**src/rtl/ann_layer_sequencer_pkg.sv**
```systemverilog
// Shared types and constants for the two-layer ANN control path.
package ann_ctrl_pkg;

    localparam int DEFAULT_DATAWIDTH = 11;
    localparam int DEFAULT_ROWS      = 4;
    localparam int DEFAULT_TIMEOUT   = 255;

    localparam logic LAYER1 = 1'b0;
    localparam logic LAYER2 = 1'b1;

    typedef enum logic [2:0] {
        IDLE   = 3'd0,
        L1_MAC = 3'd1,
        L1_ACT = 3'd2,
        L2_MAC = 3'd3,
        L2_ACT = 3'd4,
        FIN    = 3'd5,
        ERR    = 3'd6
    } seq_state_t;

    function automatic logic is_active(input seq_state_t s);
        return (s == L1_MAC) || (s == L1_ACT) || (s == L2_MAC) || (s == L2_ACT);
    endfunction

endpackage

```
**src/rtl/ann_layer_sequencer_if.sv**
```systemverilog
// Handshake bundle between the sequencer, the MAC array, the relu_block and the consumer.
interface ann_layer_sequencer_if
    import ann_ctrl_pkg::*;
#(
    parameter int DATAWIDTH = DEFAULT_DATAWIDTH,
    parameter int ROWS      = DEFAULT_ROWS
);
    logic                      start;
    logic                      busy;
    logic                      done;
    logic                      err_timeout;
    logic                      mac_start;
    logic                      mac_layer;
    logic                      mac_done;
    logic [ROWS*DATAWIDTH-1:0] l1_acc;
    logic [ROWS*DATAWIDTH-1:0] l2_acc;
    logic                      relu_rst_vals;
    logic                      relu_layer_done;
    logic [ROWS*DATAWIDTH-1:0] relu_in;
    logic [ROWS*DATAWIDTH-1:0] relu_out;
    logic                      relu_done;
    logic                      act_valid;
    logic                      act_layer;
    logic [ROWS*DATAWIDTH-1:0] act_data;

    modport master (
        input  start, mac_done, l1_acc, l2_acc, relu_out, relu_done,
        output busy, done, err_timeout, mac_start, mac_layer,
               relu_rst_vals, relu_layer_done, relu_in,
               act_valid, act_layer, act_data
    );

    modport slave (
        output start, mac_done, l1_acc, l2_acc, relu_out, relu_done,
        input  busy, done, err_timeout, mac_start, mac_layer,
               relu_rst_vals, relu_layer_done, relu_in,
               act_valid, act_layer, act_data
    );
endinterface

```
**src/rtl/ann_layer_sequencer_timeout_ctr.sv**
```systemverilog
// Wait-state watchdog: counts while enabled, saturates at TIMEOUT and flags expiry.
module seq_timeout_ctr #(
    parameter int TIMEOUT = 255
) (
    input  logic clk,
    input  logic rst_n,
    input  logic clr,
    input  logic en,
    output logic expired
);
    localparam int CW = $clog2(TIMEOUT + 1);

    logic [CW-1:0] count;

    assign expired = (count == CW'(TIMEOUT));

    // Counter clears on request and otherwise advances while enabled, holding at the limit.
    always_ff @(posedge clk or negedge rst_n) begin
        if (!rst_n) begin
            count <= '0;
        end else if (clr) begin
            count <= '0;
        end else if (en && !expired) begin
            count <= count + CW'(1);
        end
    end
endmodule

```
**src/rtl/ann_layer_sequencer.sv**
```systemverilog
// Scheduler for the 2-layer ANN: layer-1 MAC, relu, layer-2 MAC, relu, then done.
module ann_layer_sequencer
    import ann_ctrl_pkg::*;
#(
    parameter int DATAWIDTH = DEFAULT_DATAWIDTH,
    parameter int ROWS      = DEFAULT_ROWS,
    parameter int TIMEOUT   = DEFAULT_TIMEOUT
) (
    input  logic                  clk,
    input  logic                  rst_overall_n,
    ann_layer_sequencer_if.master bus
);
    seq_state_t state;
    seq_state_t state_next;
    logic       timer_clr;
    logic       timer_en;
    logic       timer_expired;
    logic       launch_l1;
    logic       launch_l2;
    logic       capture;
    logic       to_err;

    seq_timeout_ctr #(
        .TIMEOUT (TIMEOUT)
    ) u_timer (
        .clk     (clk),
        .rst_n   (rst_overall_n),
        .clr     (timer_clr),
        .en      (timer_en),
        .expired (timer_expired)
    );

    // State register.
    always_ff @(posedge clk or negedge rst_overall_n) begin
        if (!rst_overall_n) begin
            state <= IDLE;
        end else begin
            state <= state_next;
        end
    end

    // Next-state logic; a completion event in the expiry cycle takes priority over the timeout.
    always_comb begin
        state_next = state;
        case (state)
            IDLE, ERR: if (bus.start) state_next = L1_MAC;
            L1_MAC: begin
                if (bus.mac_done)        state_next = L1_ACT;
                else if (timer_expired)  state_next = ERR;
            end
            L1_ACT: begin
                if (bus.relu_done)       state_next = L2_MAC;
                else if (timer_expired)  state_next = ERR;
            end
            L2_MAC: begin
                if (bus.mac_done)        state_next = L2_ACT;
                else if (timer_expired)  state_next = ERR;
            end
            L2_ACT: begin
                if (bus.relu_done)       state_next = FIN;
                else if (timer_expired)  state_next = ERR;
            end
            FIN:     state_next = IDLE;
            default: state_next = IDLE;
        endcase
    end

    // Decoded outputs: relu control pins, relu input mux, timer control and transition events.
    always_comb begin
        bus.busy            = is_active(state);
        bus.relu_rst_vals   = 1'b1;
        bus.relu_layer_done = 1'b0;
        bus.relu_in         = bus.l1_acc;
        timer_en            = is_active(state);
        timer_clr           = (state_next != state);
        launch_l1           = ((state == IDLE) || (state == ERR)) && bus.start;
        launch_l2           = (state == L1_ACT) && bus.relu_done;
        capture             = ((state == L1_ACT) || (state == L2_ACT)) && bus.relu_done;
        to_err              = (state_next == ERR) && (state != ERR);
        case (state)
            L1_ACT: begin
                bus.relu_rst_vals   = 1'b0;
                bus.relu_layer_done = 1'b1;
            end
            L2_ACT: begin
                bus.relu_rst_vals   = 1'b0;
                bus.relu_layer_done = 1'b1;
                bus.relu_in         = bus.l2_acc;
            end
            default: ;
        endcase
    end

    // Registered pulses, layer tags, captured activation vector and sticky timeout flag.
    always_ff @(posedge clk or negedge rst_overall_n) begin
        if (!rst_overall_n) begin
            bus.mac_start   <= 1'b0;
            bus.mac_layer   <= LAYER1;
            bus.done        <= 1'b0;
            bus.act_valid   <= 1'b0;
            bus.act_layer   <= LAYER1;
            bus.act_data    <= '0;
            bus.err_timeout <= 1'b0;
        end else begin
            bus.mac_start <= launch_l1 || launch_l2;
            bus.done      <= (state == FIN);
            bus.act_valid <= capture;
            if (launch_l1) begin
                bus.mac_layer <= LAYER1;
            end else if (launch_l2) begin
                bus.mac_layer <= LAYER2;
            end
            if (capture) begin
                bus.act_layer <= (state == L2_ACT) ? LAYER2 : LAYER1;
                bus.act_data  <= bus.relu_out;
            end
            if (to_err) begin
                bus.err_timeout <= 1'b1;
            end else if (launch_l1) begin
                bus.err_timeout <= 1'b0;
            end
        end
    end
endmodule
```
**src/flat_wrapper.sv**
```systemverilog
// flat-port wrapper written by rule: the top's interface ports become plain ports
module ann_layer_sequencer_flat import ann_ctrl_pkg::*;
#(
    parameter int DATAWIDTH = DEFAULT_DATAWIDTH,
    parameter int ROWS      = DEFAULT_ROWS,
    parameter int TIMEOUT   = DEFAULT_TIMEOUT
)
  (clk, rst_overall_n, bus_start, bus_mac_done, bus_l1_acc, bus_l2_acc, bus_relu_out, bus_relu_done, bus_busy, bus_done, bus_err_timeout, bus_mac_start, bus_mac_layer, bus_relu_rst_vals, bus_relu_layer_done, bus_relu_in, bus_act_valid, bus_act_layer, bus_act_data);
  ann_layer_sequencer_if #(.DATAWIDTH(DATAWIDTH), .ROWS(ROWS)) bus_i ();
  input  logic clk;
  input  logic rst_overall_n;
  input wire logic [$bits(bus_i.start)-1:0] bus_start;
  input wire logic [$bits(bus_i.mac_done)-1:0] bus_mac_done;
  input wire logic [$bits(bus_i.l1_acc)-1:0] bus_l1_acc;
  input wire logic [$bits(bus_i.l2_acc)-1:0] bus_l2_acc;
  input wire logic [$bits(bus_i.relu_out)-1:0] bus_relu_out;
  input wire logic [$bits(bus_i.relu_done)-1:0] bus_relu_done;
  output wire logic [$bits(bus_i.busy)-1:0] bus_busy;
  output wire logic [$bits(bus_i.done)-1:0] bus_done;
  output wire logic [$bits(bus_i.err_timeout)-1:0] bus_err_timeout;
  output wire logic [$bits(bus_i.mac_start)-1:0] bus_mac_start;
  output wire logic [$bits(bus_i.mac_layer)-1:0] bus_mac_layer;
  output wire logic [$bits(bus_i.relu_rst_vals)-1:0] bus_relu_rst_vals;
  output wire logic [$bits(bus_i.relu_layer_done)-1:0] bus_relu_layer_done;
  output wire logic [$bits(bus_i.relu_in)-1:0] bus_relu_in;
  output wire logic [$bits(bus_i.act_valid)-1:0] bus_act_valid;
  output wire logic [$bits(bus_i.act_layer)-1:0] bus_act_layer;
  output wire logic [$bits(bus_i.act_data)-1:0] bus_act_data;
  assign bus_i.start = bus_start;
  assign bus_i.mac_done = bus_mac_done;
  assign bus_i.l1_acc = bus_l1_acc;
  assign bus_i.l2_acc = bus_l2_acc;
  assign bus_i.relu_out = bus_relu_out;
  assign bus_i.relu_done = bus_relu_done;
  assign bus_busy = bus_i.busy;
  assign bus_done = bus_i.done;
  assign bus_err_timeout = bus_i.err_timeout;
  assign bus_mac_start = bus_i.mac_start;
  assign bus_mac_layer = bus_i.mac_layer;
  assign bus_relu_rst_vals = bus_i.relu_rst_vals;
  assign bus_relu_layer_done = bus_i.relu_layer_done;
  assign bus_relu_in = bus_i.relu_in;
  assign bus_act_valid = bus_i.act_valid;
  assign bus_act_layer = bus_i.act_layer;
  assign bus_act_data = bus_i.act_data;
  ann_layer_sequencer #(.DATAWIDTH(DATAWIDTH), .ROWS(ROWS), .TIMEOUT(TIMEOUT)) u_core (.clk(clk), .rst_overall_n(rst_overall_n), .bus(bus_i));
endmodule
```
**config.mk**
```make
export PLATFORM = sky130hd
export DESIGN_NAME = ann_layer_sequencer_flat
export DESIGN_NICKNAME = d
export VERILOG_FILES = /design/src/rtl/ann_layer_sequencer_pkg.sv /design/src/rtl/ann_layer_sequencer_if.sv /design/src/rtl/ann_layer_sequencer_timeout_ctr.sv /design/src/rtl/ann_layer_sequencer.sv /design/src/flat_wrapper.sv
export SDC_FILE = /design/constraint.sdc
export NUM_CORES = 1
export LEC_CHECK = 0
export CORE_ASPECT_RATIO = 0.5
export CORE_UTILIZATION = 45
export DETAILED_ROUTE_END_ITERATION = 10
export DONT_BUFFER_PORTS = 1
export HOLD_SLACK_MARGIN = 0.15
export PLACE_DENSITY = 0.65
export SLEW_MARGIN = 10
export SYNTH_ARGS = -nofsm -noshare
export SYNTH_HDL_FRONTEND = slang
export SYNTH_SLANG_ARGS = --single-unit
export TNS_END_PERCENT = 100
```
**constraint.sdc**
```tcl
create_clock -name clk -period 2.3 [get_ports clk]
set_input_delay 0 -clock clk [delete_from_list [all_inputs] [get_ports clk]]
set_output_delay 0 -clock clk [all_outputs]
set_load 0.02 [all_outputs]
```
==> results.txt <==
Status - completed
Initial antenna violation count - 2
Detail-routed via count per cell - 5.496
GRT busiest layer - met2
Synth unique cells - 40
Core Box Area - 0.006726 mm^2
Slowest stage delay, CP - 440 ps
Met1 Track Usage GR - 0.2655
Total GRT Usage - 0.2192
Startpoint Class - flip-flop
Critical Path AT - 2040 ps
Worst-Skew Late Latency - 320 ps
Fmax - 489.2 MHz
Leakage power - 1.687 nW
Share of cells above drive strength 1 - 0.3839
Clk_skew - 4.713 ps
Met3 usage - 0.07870
Initial DRT Pass Iterations - 4
I/O pin cnt - 234
Worst setup startpoint - u_core.state[2]
Max Cap Violations - 0
Synth Register Bits - 61
Fin util - 0.6075
Top delay family on crit path - buffers and inverters
Routed Wire Length - 8331 um
Clk buf depth - 2
Min-delay src - bus_l1_acc[34]
Overflow after GRT - 0
Final worst slack - 255.7 ps
Initial core utilization - 0.4671
Root Driver - clkbuf_16
Post-synth net total - 387
Max VDD drop - 0.7360 mV
Worst path required time - 2300 ps
Die area - 0.007340 mm^2
DRC Markers - 0
Cell count along the critical path - 5
CTS Buf Count - 9
Syn avg cell area - 12.62 um^2
Site Rows - 21
Synth Cell Area - 0.003142 mm^2
Chip Height - 61.09 um
Worst-path clk slew - 50 ps
Crit. End Element - output pin
Largest net degree at the start of global routing - 62
GPL Wtd Cong - 0.7799
ANT nets after route - 0
DR vias - 2215
Max_slew headroom - 0.5959
Commonest non-fill, non-tap cell in the layout - mux2_2
Worst Hold Class - in2out
Crit path capture - bus_relu_in[43]
Kind of critical path - reg2out
Reg-to-Reg End - u_core.bus.act_data[26]
Power Dens Cells - 1404 mW/mm^2
Final hold violation count - 0
Placed inst area - 0.003273 mm^2
Sequential area share after synthesis - 0.4859
Cells after Synth - 249
Die width - 120.2 um
Crit path time final - 2044 ps
DP HPWL - 5656 um
Commonest non-fill, non-tap cells in the layout - mux2_2, dfrtp_1, dlygate4sd3_1
Post-place setup slack - 425.3 ps
Nets - 443
Tcrit/Tclk final - 0.8888
Area Overhead vs Synth - 30.07%
Vias in the first global route - 2206
TritonCTS Sinks - 61
Critical path fanouts, max - 44
R2r setup slk - 360 ps
Setup TNS Final - 0 ps
Worst slew pin tran - 604.7 ps
Global-route wire length before repair - 11980 um
CP bufs+invs - 3
WL per Instance - 20.67 um
Number of gates resized after cts - 0
Reg2Reg Depth - 4
R2R Path Start - u_core.state[1]
First DRT Iteration DRCs - 130
Crit path max-delay cell type - mux2_2
RSZ-0062 raised after global routing - false
Max Slew Vio Count - 0
Setup violators final - 0
CTS tree - yes
Htree depth - 3
Fin area - 0.004086 mm^2
Final hold slack - 190.5 ps
Crit path cell chain - buf_4, inv_1, nor3_4, buf_12, mux2_2
Met2 Resource Use GR - 0.3760
Port buffer count - 0
Synthesis Warnings - 0
-- flip-flops by register name, indices dropped and copies added, names as in the netlist --
name / flops
u_core.bus.act_data: 44
u_core.bus.act_layer: 1
u_core.bus.act_valid: 1
u_core.bus.done: 1
u_core.bus.err_timeout: 1
u_core.bus.mac_layer: 1
u_core.bus.mac_start: 1
u_core.state: 3
u_core.u_timer.count: 8
-- routing by layer --
metal / vias to the layer above / wire, um / part of all wire
li1: 1005 / - / -
met1: 1101 / 3355 / 0.40
met4: 0 / 109 / 0.013
met2: 95 / 4240 / 0.51
met3: 14 / 625 / 0.075
met5: - / 0 / 0
-- Yosys cell counts (all sizes together) --
cell,count,area share
ha,1,0.0040
and4,1,0.0028
and3,2,0.0040
a32oi,1,0.0052
o41ai,1,0.0028
a21oi,4,0.0076
o221a,1,0.0036
nand2,6,0.0072
a211o,1,0.0028
nand4,3,0.0060
nor2b,2,0.0040
nand3,7,0.011
o21ba,1,0.0032
nor2,17,0.021
o2bb2ai,1,0.0028
xor2,4,0.011
buf,12,0.023
nand2b,4,0.0080
nor3,2,0.0048
o21ai,6,0.0096
nand3b,3,0.0072
xnor2,3,0.011
and4b,1,0.0032
a21boi,1,0.0024
a31oi,1,0.0020
a221o,1,0.0032
mux2i,3,0.0096
inv,6,0.0072
mux2,88,0.32
a22oi,1,0.0024
and2,2,0.0040
o31ai,1,0.0024
dfrtp,61,0.49
-- worst min path at each step --
| stage | end | slack [ps] | cells past startpoint |
|---|---|---|---|
| 6_report | bus_relu_in[34] | 190 | 1 |
| 5_1_grt | bus_relu_in[9] | 190 | 1 |
| 4_1_cts | bus_relu_in[34] | 190 | 1 |
| 3_5_place_dp | u_core.bus.act_data[3] | -290 | 0 |
| 3_3_place_gp | u_core.bus.act_valid | -290 | 0 |
| 2_1_floorplan | u_core.bus.act_data[0] | -300 | 0 |
-- power by group --
group | internal, mW | switching (mW) | total [mW]
clock network | 0.834 | 0.456 | 1.29
logic | 0.961 | 1.02 | 1.98
registers | 1.56 | 0.904 | 2.47
-- worst reg2reg max path, delay by kind of cell (launching register included) --
kind                      cells  cell delay (ps)
xor gates and xnor gates      1              220
buffers and inverters         1              270
DFF                           1              420
muxes                         1              380
and+or+nand+nor               1              520
-- cells by family after synthesis --
kind of cell / Yosys count / share of synthesized area
DFF: 61 / 0.4859
muxes: 91 / 0.3250
adders and majority gates: 1 / 0.003982
and+or+nand+nor: 50 / 0.08323
xor gates and xnor gates: 7 / 0.02190
buffers and inverters: 18 / 0.03027
AOI/OAI and AO/OA: 21 / 0.04978
-- timing repair --
action	4_1_cts	5_1_grt
setup buffers	0	0
hold buffers	50	0
hold endpoints to repair	112	0
-- per-stage QoR --
step	power (mW)	cells
floorplan	3.892	249
global placement	4.239	336
detailed placement	4.309	336
CTS	5.737	402
global route	6.041	402
finish	5.738	403
-- final cells by class --
| cell class | instances | area (um^2) |
|---|---|---|
| Inverter | 6 | 22.52 |
| Clock inverter | 6 | 63.81 |
| Timing Repair Buffer | 57 | 595.6 |
| Tap cell | 92 | 115.1 |
| Sequential cell | 61 | 1526 |
| Clock buffer | 10 | 229.0 |
| Fill cell | 543 | 2640 |
| Multi-Input combinational cell | 170 | 1531 |
| Antenna cell | 1 | 2.502 |
No activity file was read; power rests on OpenSTA's default activity.
